### config.mk
export PLATFORM = sky130hd
export DESIGN_NAME = tx_mailbox
export DESIGN_NICKNAME = d
export VERILOG_FILES = /design/src/rtl/tx_mailbox.sv
export SDC_FILE = /design/constraint.sdc
export NUM_CORES = 1
export LEC_CHECK = 0
export ABC_CLOCK_PERIOD_IN_PS = 11950
export CAP_MARGIN = 20
export CORE_UTILIZATION = 35
export CTS_CLUSTER_DIAMETER = 60
export DETAILED_ROUTE_END_ITERATION = 8
export GPL_ROUTABILITY_DRIVEN = 0
export PLACE_DENSITY = 0.64
export SYNTH_ARGS = -nofsm -noshare
export SYNTH_HDL_FRONTEND = slang
export SYNTH_SLANG_ARGS = --single-unit
### constraint.sdc
create_clock -name clk -period 11.95 [get_ports clk]
set_input_delay 2.39 -clock clk [delete_from_list [all_inputs] [get_ports clk]]
set_output_delay 2.39 -clock clk [all_outputs]
set_load 0.01 [all_outputs]
### src/rtl/tx_mailbox.sv
// Four-mailbox transmit scheduler for a CAN-style bit engine: arbitrates pending
// frames by priority key, hands the winner to the engine, and tracks completion, retries and aborts.
module tx_mailbox #(
  parameter int RETRY_LIMIT = 8
) (
  input  logic        clk,
  input  logic        RST,
  input  logic        load_mb,
  input  logic [1:0]  mb_sel,
  input  logic [28:0] ID_in,
  input  logic        RTR_in,
  input  logic        EXT_in,
  input  logic [3:0]  pkt_size_in,
  input  logic [31:0] data_L_in,
  input  logic [31:0] data_H_in,
  input  logic [3:0]  abort_mb,
  input  logic        clear_status,
  input  logic        tx_start,
  input  logic        tx_done,
  input  logic        arb_lost,
  input  logic        tx_error,
  input  logic [3:0]  byte_index,
  output logic        tx_req,
  output logic [28:0] tx_ID,
  output logic        tx_RTR,
  output logic        tx_EXT,
  output logic [3:0]  tx_pkt_size,
  output logic [7:0]  tx_data,
  output logic [3:0]  pending,
  output logic [3:0]  tx_complete,
  output logic [3:0]  tx_failed,
  output logic        busy,
  output logic        load_err
);
  typedef enum logic [1:0] {IDLE, SELECT, REQ, ACTIVE} state_t;

  state_t      state_reg, state_next;
  logic [28:0] id_mem   [4];
  logic        rtr_mem  [4];
  logic        ext_mem  [4];
  logic [3:0]  dlc_mem  [4];
  logic [63:0] data_mem [4];
  logic [3:0]  retry_reg  [4];
  logic [3:0]  retry_next [4];
  logic [3:0]  pending_reg, pending_next;
  logic [3:0]  complete_reg, complete_next;
  logic [3:0]  failed_reg, failed_next;
  logic [1:0]  sel_reg;
  logic        abort_latched_reg, abort_latched_next;
  logic [28:0] tx_id_reg;
  logic        tx_rtr_reg, tx_ext_reg;
  logic [3:0]  tx_dlc_reg;
  logic [7:0]  tx_data_reg;
  logic        load_err_reg;

  logic [31:0] key [4];
  logic [1:0]  win_idx;
  logic [31:0] win_key;
  logic        win_found;
  logic        in_frame, sel_abort, load_hit, load_ok, abort_eff;
  logic        end_done, end_error, end_arb;
  logic [1:0]  cur_sel;
  logic [4:0]  retry_inc;
  logic [3:0]  data_len;
  logic [63:0] sel_data;

  // Lower key wins; extended frames lose to a standard frame with the same base ID.
  for (genvar gi = 0; gi < 4; gi++) begin : g_key
    assign key[gi] = ext_mem[gi] ? {id_mem[gi][28:18], 1'b1, 1'b1, id_mem[gi][17:0], rtr_mem[gi]}
                                 : {id_mem[gi][10:0], rtr_mem[gi], 1'b0, 19'b0};
  end

  always_comb begin
    win_idx   = 2'd0;
    win_key   = '1;
    win_found = 1'b0;
    for (int i = 0; i < 4; i++) begin
      if (pending_reg[i] && (!win_found || key[i] < win_key)) begin
        win_idx   = 2'(i);
        win_key   = key[i];
        win_found = 1'b1;
      end
    end
  end

  // While in SELECT the candidate is still the live arbitration result.
  assign in_frame  = (state_reg != IDLE);
  assign cur_sel   = (state_reg == SELECT) ? win_idx : sel_reg;
  assign sel_abort = in_frame && abort_mb[cur_sel];
  assign load_hit  = load_mb && in_frame && (mb_sel == cur_sel);
  assign load_ok   = load_mb && !load_hit;
  assign end_done  = (state_reg == ACTIVE) && tx_done;
  assign end_error = (state_reg == ACTIVE) && !tx_done && tx_error;
  assign end_arb   = (state_reg == ACTIVE) && !tx_done && !tx_error && arb_lost;
  assign abort_eff = abort_latched_reg || abort_mb[sel_reg];
  assign retry_inc = {1'b0, retry_reg[sel_reg]} + 5'd1;
  assign data_len  = (tx_dlc_reg > 4'd8) ? 4'd8 : tx_dlc_reg;
  assign sel_data  = data_mem[sel_reg] >> {byte_index[2:0], 3'b000};

  always_comb begin
    state_next = state_reg;
    case (state_reg)
      IDLE:    if (pending_reg != 4'b0 && abort_mb == 4'b0) state_next = SELECT;
      SELECT:  state_next = sel_abort ? IDLE : REQ;
      REQ: begin
        if (sel_abort)     state_next = IDLE;
        else if (tx_start) state_next = ACTIVE;
      end
      ACTIVE:  if (tx_done || tx_error || arb_lost) state_next = IDLE;
      default: state_next = IDLE;
    endcase
  end

  always_comb begin
    pending_next  = pending_reg;
    complete_next = complete_reg;
    failed_next   = failed_reg;
    for (int i = 0; i < 4; i++) retry_next[i] = retry_reg[i];
    if (load_ok) begin
      pending_next[mb_sel]  = 1'b1;
      complete_next[mb_sel] = 1'b0;
      failed_next[mb_sel]   = 1'b0;
      retry_next[mb_sel]    = 4'd0;
    end
    // An abort on the frame on the bus is deferred until the engine reports its end.
    for (int i = 0; i < 4; i++) begin
      if (abort_mb[i] && !(state_reg == ACTIVE && sel_reg == 2'(i))) pending_next[i] = 1'b0;
    end
    if (end_done) begin
      pending_next[sel_reg]  = 1'b0;
      complete_next[sel_reg] = 1'b1;
      retry_next[sel_reg]    = 4'd0;
    end
    if (end_error) begin
      if (abort_eff) begin
        pending_next[sel_reg] = 1'b0;
      end else if (retry_inc >= 5'(RETRY_LIMIT)) begin
        pending_next[sel_reg] = 1'b0;
        failed_next[sel_reg]  = 1'b1;
        retry_next[sel_reg]   = 4'd0;
      end else begin
        retry_next[sel_reg] = retry_inc[3:0];
      end
    end
    if (end_arb && abort_eff) pending_next[sel_reg] = 1'b0;
    if (clear_status) begin
      complete_next = 4'b0;
      failed_next   = 4'b0;
    end
    abort_latched_next = (state_reg == ACTIVE && state_next == ACTIVE) ? abort_eff : 1'b0;
  end

  always_ff @(posedge clk) begin
    if (RST) begin
      state_reg         <= IDLE;
      pending_reg       <= 4'b0;
      complete_reg      <= 4'b0;
      failed_reg        <= 4'b0;
      sel_reg           <= 2'd0;
      abort_latched_reg <= 1'b0;
      tx_id_reg         <= 29'd0;
      tx_rtr_reg        <= 1'b0;
      tx_ext_reg        <= 1'b0;
      tx_dlc_reg        <= 4'd0;
      tx_data_reg       <= 8'd0;
      load_err_reg      <= 1'b0;
      for (int i = 0; i < 4; i++) begin
        id_mem[i]    <= 29'd0;
        rtr_mem[i]   <= 1'b0;
        ext_mem[i]   <= 1'b0;
        dlc_mem[i]   <= 4'd0;
        data_mem[i]  <= 64'd0;
        retry_reg[i] <= 4'd0;
      end
    end else begin
      state_reg         <= state_next;
      pending_reg       <= pending_next;
      complete_reg      <= complete_next;
      failed_reg        <= failed_next;
      abort_latched_reg <= abort_latched_next;
      load_err_reg      <= load_hit;
      for (int i = 0; i < 4; i++) retry_reg[i] <= retry_next[i];
      if (load_ok) begin
        id_mem[mb_sel]   <= ID_in;
        rtr_mem[mb_sel]  <= RTR_in;
        ext_mem[mb_sel]  <= EXT_in;
        dlc_mem[mb_sel]  <= pkt_size_in;
        data_mem[mb_sel] <= {data_H_in, data_L_in};
      end
      if (state_reg == SELECT && state_next == REQ) begin
        sel_reg    <= win_idx;
        tx_id_reg  <= id_mem[win_idx];
        tx_rtr_reg <= rtr_mem[win_idx];
        tx_ext_reg <= ext_mem[win_idx];
        tx_dlc_reg <= dlc_mem[win_idx];
      end
      tx_data_reg <= ((state_reg == REQ || state_reg == ACTIVE) && !tx_rtr_reg && byte_index < data_len)
                     ? sel_data[7:0] : 8'd0;
    end
  end

  assign tx_req      = (state_reg == REQ);
  assign busy        = in_frame;
  assign tx_ID       = tx_id_reg;
  assign tx_RTR      = tx_rtr_reg;
  assign tx_EXT      = tx_ext_reg;
  assign tx_pkt_size = tx_dlc_reg;
  assign tx_data     = tx_data_reg;
  assign pending     = pending_reg;
  assign tx_complete = complete_reg;
  assign tx_failed   = failed_reg;
  assign load_err    = load_err_reg;
endmodule

==> impl_metrics.ini <==
[sta]
clock_skew_ps = 29.7
worstMarginPinSlew_ps = 1080
setup_slack_ps = 945
fmax_mhz = 90.9
setup_violations = 0
hold_violations = 0
slew_violations = 0
rsz0062_at_grt = no
min_period_over_period_pct = 92.1
slew_headroom_pct = 28.0
tns_ps = 0
min_period_ps = 11000

[drt]
ant_nets = 0
drt_iter0_markers = 1596
vias = 18200
drtPass1Iterations = 6
wl_per_cell_um = 23.0
drt-total-wl_um = 76000
drc = 0
via_per_inst = 5.52

[floorplanning]
die_y_um = 268
dieWidth_um = 268
rows = 97
start_util_pct = 35.3
die-area_um2 = 71600
core_um2 = 69900
io_pins = 175

[min_path]
holdPathStages = 2
min_path_type = flip-flop to flip-flop
min_from = retry_reg[2][3]
holdPathEnd = retry_reg[2][3]

[power]
p_total_w = 0.00391
leakagePower_nw = 11.0
cellPowerDensity_nw_per_um2 = 134
peakVddDrop_uv = 112

[worst_setup_path]
cp_slowest_cell = edfxtp_1
worstSetupPathType = flip-flop to flip-flop
start_kind = flip-flop
cp.required_ps = 12230
reg2reg_depth = 32
crit_path_end_kind = flip-flop
max_stage_delay_ps = 940
r2r_end = data_mem[3][2]
r2r_start = ext_mem[1]
critPathArrivalTime_ps = 11290
path_max_fanout = 47
r2r_slack_ps = 950

[synth]
syn_inst = 2187
syn_area_um2 = 24700
synth.net_count = 2401
synth.avg_cell_area_um2 = 11.3
async_flop_share_pct = 0
ys_seq_area_share_pct = 54.6
synthFlopType = edfxtp_1
synth_edf_count = 396
yosysUniqueCellTypes = 67
yosysWarnings = 0
synth-seq-cells = 475

[place]
place_hpwl_um = 50000
dp_slack_ps = 1270
dpl_cell_area_um2 = 27500
io_buffers = 174

[finish]
syn2layout_area_growth_pct = 18.3
final_area_um2 = 29200
regMostFlops = data_mem
fillers = 6608
final_util_pct = 41.8
final_layout_size_suffix_gt1_share_pct = 12.5
fin_nets = 2525
largest_register_ffs = 256

[clocking]
htreeDepth = 2
cts.sinks = 475
post-cts-setup-buffers = 0
holdBufCountCts = 0
cts_resized = 0
tritoncts = done
clockRootBuffer = clkbuf_16
clkTransAtPathRegs_ps = 60
worst_skew_pair.late_latency_ps = 630
cts_buffers = 51
clockBufferDepth = 3

[grt]
grt_use_met3_pct = 4.10
grt.busiest_layer = met2
grt_pass1_wl_um = 114000
grt_pass1_vias = 18300
use_met1_pct = 27.2
grt_util_all_layers_pct = 21.2
met2_usage_pct = 35.0
antenna_found_initial = 12
grt_max_degree = 106
globalRouteOverflowTotal = 0

[flow_run]
drv_cap = 0

[outcome]
outcome = completed
-- worst max-delay path by stage --
stage | from | end | cells past startpoint
after floorplan | ext_mem[1] | data_mem[0][0] | 35
after global placement | ext_mem[1] | data_mem[3][22] | 32
after detailed placement | ext_mem[1] | data_mem[3][18] | 31
after CTS | ext_mem[1] | data_mem[3][23] | 32
after global routing | ext_mem[1] | data_mem[3][2] | 32
final | ext_mem[1] | data_mem[3][2] | 32
-- cell families (layout without fill, tap and decap cells) --
group | count (synthesis) | in the layout | synth area share (%)
buffers and inverters | 160 | 327 | 2.87
multiplexers | 163 | 163 | 11.1
other | 0 | 4 | 0
AO/OA/AOI/OAI | 319 | 319 | 9.01
AND/OR/NAND/NOR | 971 | 971 | 17.5
adder cells (fa/ha/maj) | 97 | 97 | 4.92
flip-flops | 475 | 475 | 54.6
XOR/XNOR | 2 | 2 | 0.0710
-- power breakdown --
group	internal (W)	leakage [nW]	switching, W	total, W
clock network	0.000917	0.828	0.000699	0.00162
logic	0.000148	5.44	0.000227	0.000376
registers	0.00188	4.76	0.0000444	0.00192
-- through the flow --
| step | cells | hold WS [ps] |
|---|---|---|
| finish | 3298 | 481 |
| CTS | 3293 | 482 |
| global route | 3298 | 488 |
| floorplan | 2187 | 411 |
| global placement | 3197 | 446 |
| detailed placement | 3197 | 468 |
-- final cells by class --
cell class	instances	area, um^2	area share (%)
antenna	4	10.0	0.0343
clock buffer	66	1390	4.75
clock inverter	30	307	1.05
inverter	13	48.8	0.167
multi-input combinational	1552	10600	36.2
sequential	475	13500	46.1
tap	940	1180	4.03
timing repair buffer	218	2220	7.62
-- synth_stat cells, drive strengths merged, types with 2 or more instances --
library cell / count / area [um^2]
a211o: 3 / 26.3
a211oi: 53 / 561
a21o: 14 / 106
a21oi: 80 / 408
a221o: 3 / 30.0
a221oi: 5 / 43.8
a2bb2oi: 2 / 17.5
a31o: 3 / 26.3
a31oi: 35 / 219
a32o: 2 / 20.0
a32oi: 2 / 17.5
a41o: 6 / 60.1
and2: 159 / 995
and4: 4 / 35.0
buf: 56 / 318
clkbuf: 91 / 343
dfxtp: 79 / 1580
edfxtp: 396 / 11900
ha: 97 / 1210
inv: 13 / 48.8
mux2: 33 / 372
mux2i: 45 / 450
mux4: 85 / 1910
nand2: 282 / 1060
nand2b: 4 / 25.0
nand3: 23 / 115
nand3b: 2 / 15.0
nand4: 12 / 75.1
nor2: 395 / 1480
nor2b: 18 / 113
nor3: 50 / 250
nor3b: 4 / 30.0
nor4: 3 / 18.8
o2111a: 2 / 22.5
o211a: 6 / 60.1
o211ai: 6 / 45.0
o21a: 5 / 37.5
o21ai: 73 / 365
o22ai: 5 / 31.3
o32ai: 5 / 43.8
or2: 8 / 50.1
or3: 2 / 12.5
or4: 2 / 15.0
-- placed cells by master, fill, tap and decap left out, types with 5 or more instances in the layout --
master             n
edfxtp_1         396
nor2_1           395
nand2_1          279
clkdlybuf4s50_1  173
and2_1           159
ha_1              97
mux4_2            85
a21oi_1           77
dfxtp_1           77
o21ai_0           71
clkbuf_16         53
nor3_1            50
mux2i_1           45
a31oi_1           35
mux2_2            33
buf_4             32
a211oi_2          30
nand3_1           23
a211oi_1          22
nor2b_1           17
inv_1             13
nand4_1           12
a21o_1            12
clkinv_1          12
clkbuf_1          11
buf_12            11
or2_2              6
o211a_1            6
o211ai_1           6
a41o_1             6
a221oi_1           5
o21a_1             5
o32ai_1            5
o22ai_1            5
clkinv_2           5
-- worst max-delay path, delay by kind of cell (launching register included) --
| kind | cells | cell delay (ps) |
|---|---|---|
| AND/OR/NAND/NOR | 13 | 4100 |
| buffers and inverters | 4 | 1230 |
| adder cells (fa/ha/maj) | 3 | 940 |
| AO/OA/AOI/OAI | 11 | 3010 |
| flip-flops | 1 | 940 |
| multiplexers | 1 | 370 |
-- metal layers --
metal | share of wire, % | up-vias
li1 | - | 8235
met1 | 40 | 8967
met2 | 49 | 817
met3 | 7.6 | 159
met4 | 3.5 | 12
met5 | 0.11 | -
No activity file was read; power rests on OpenSTA's default activity.
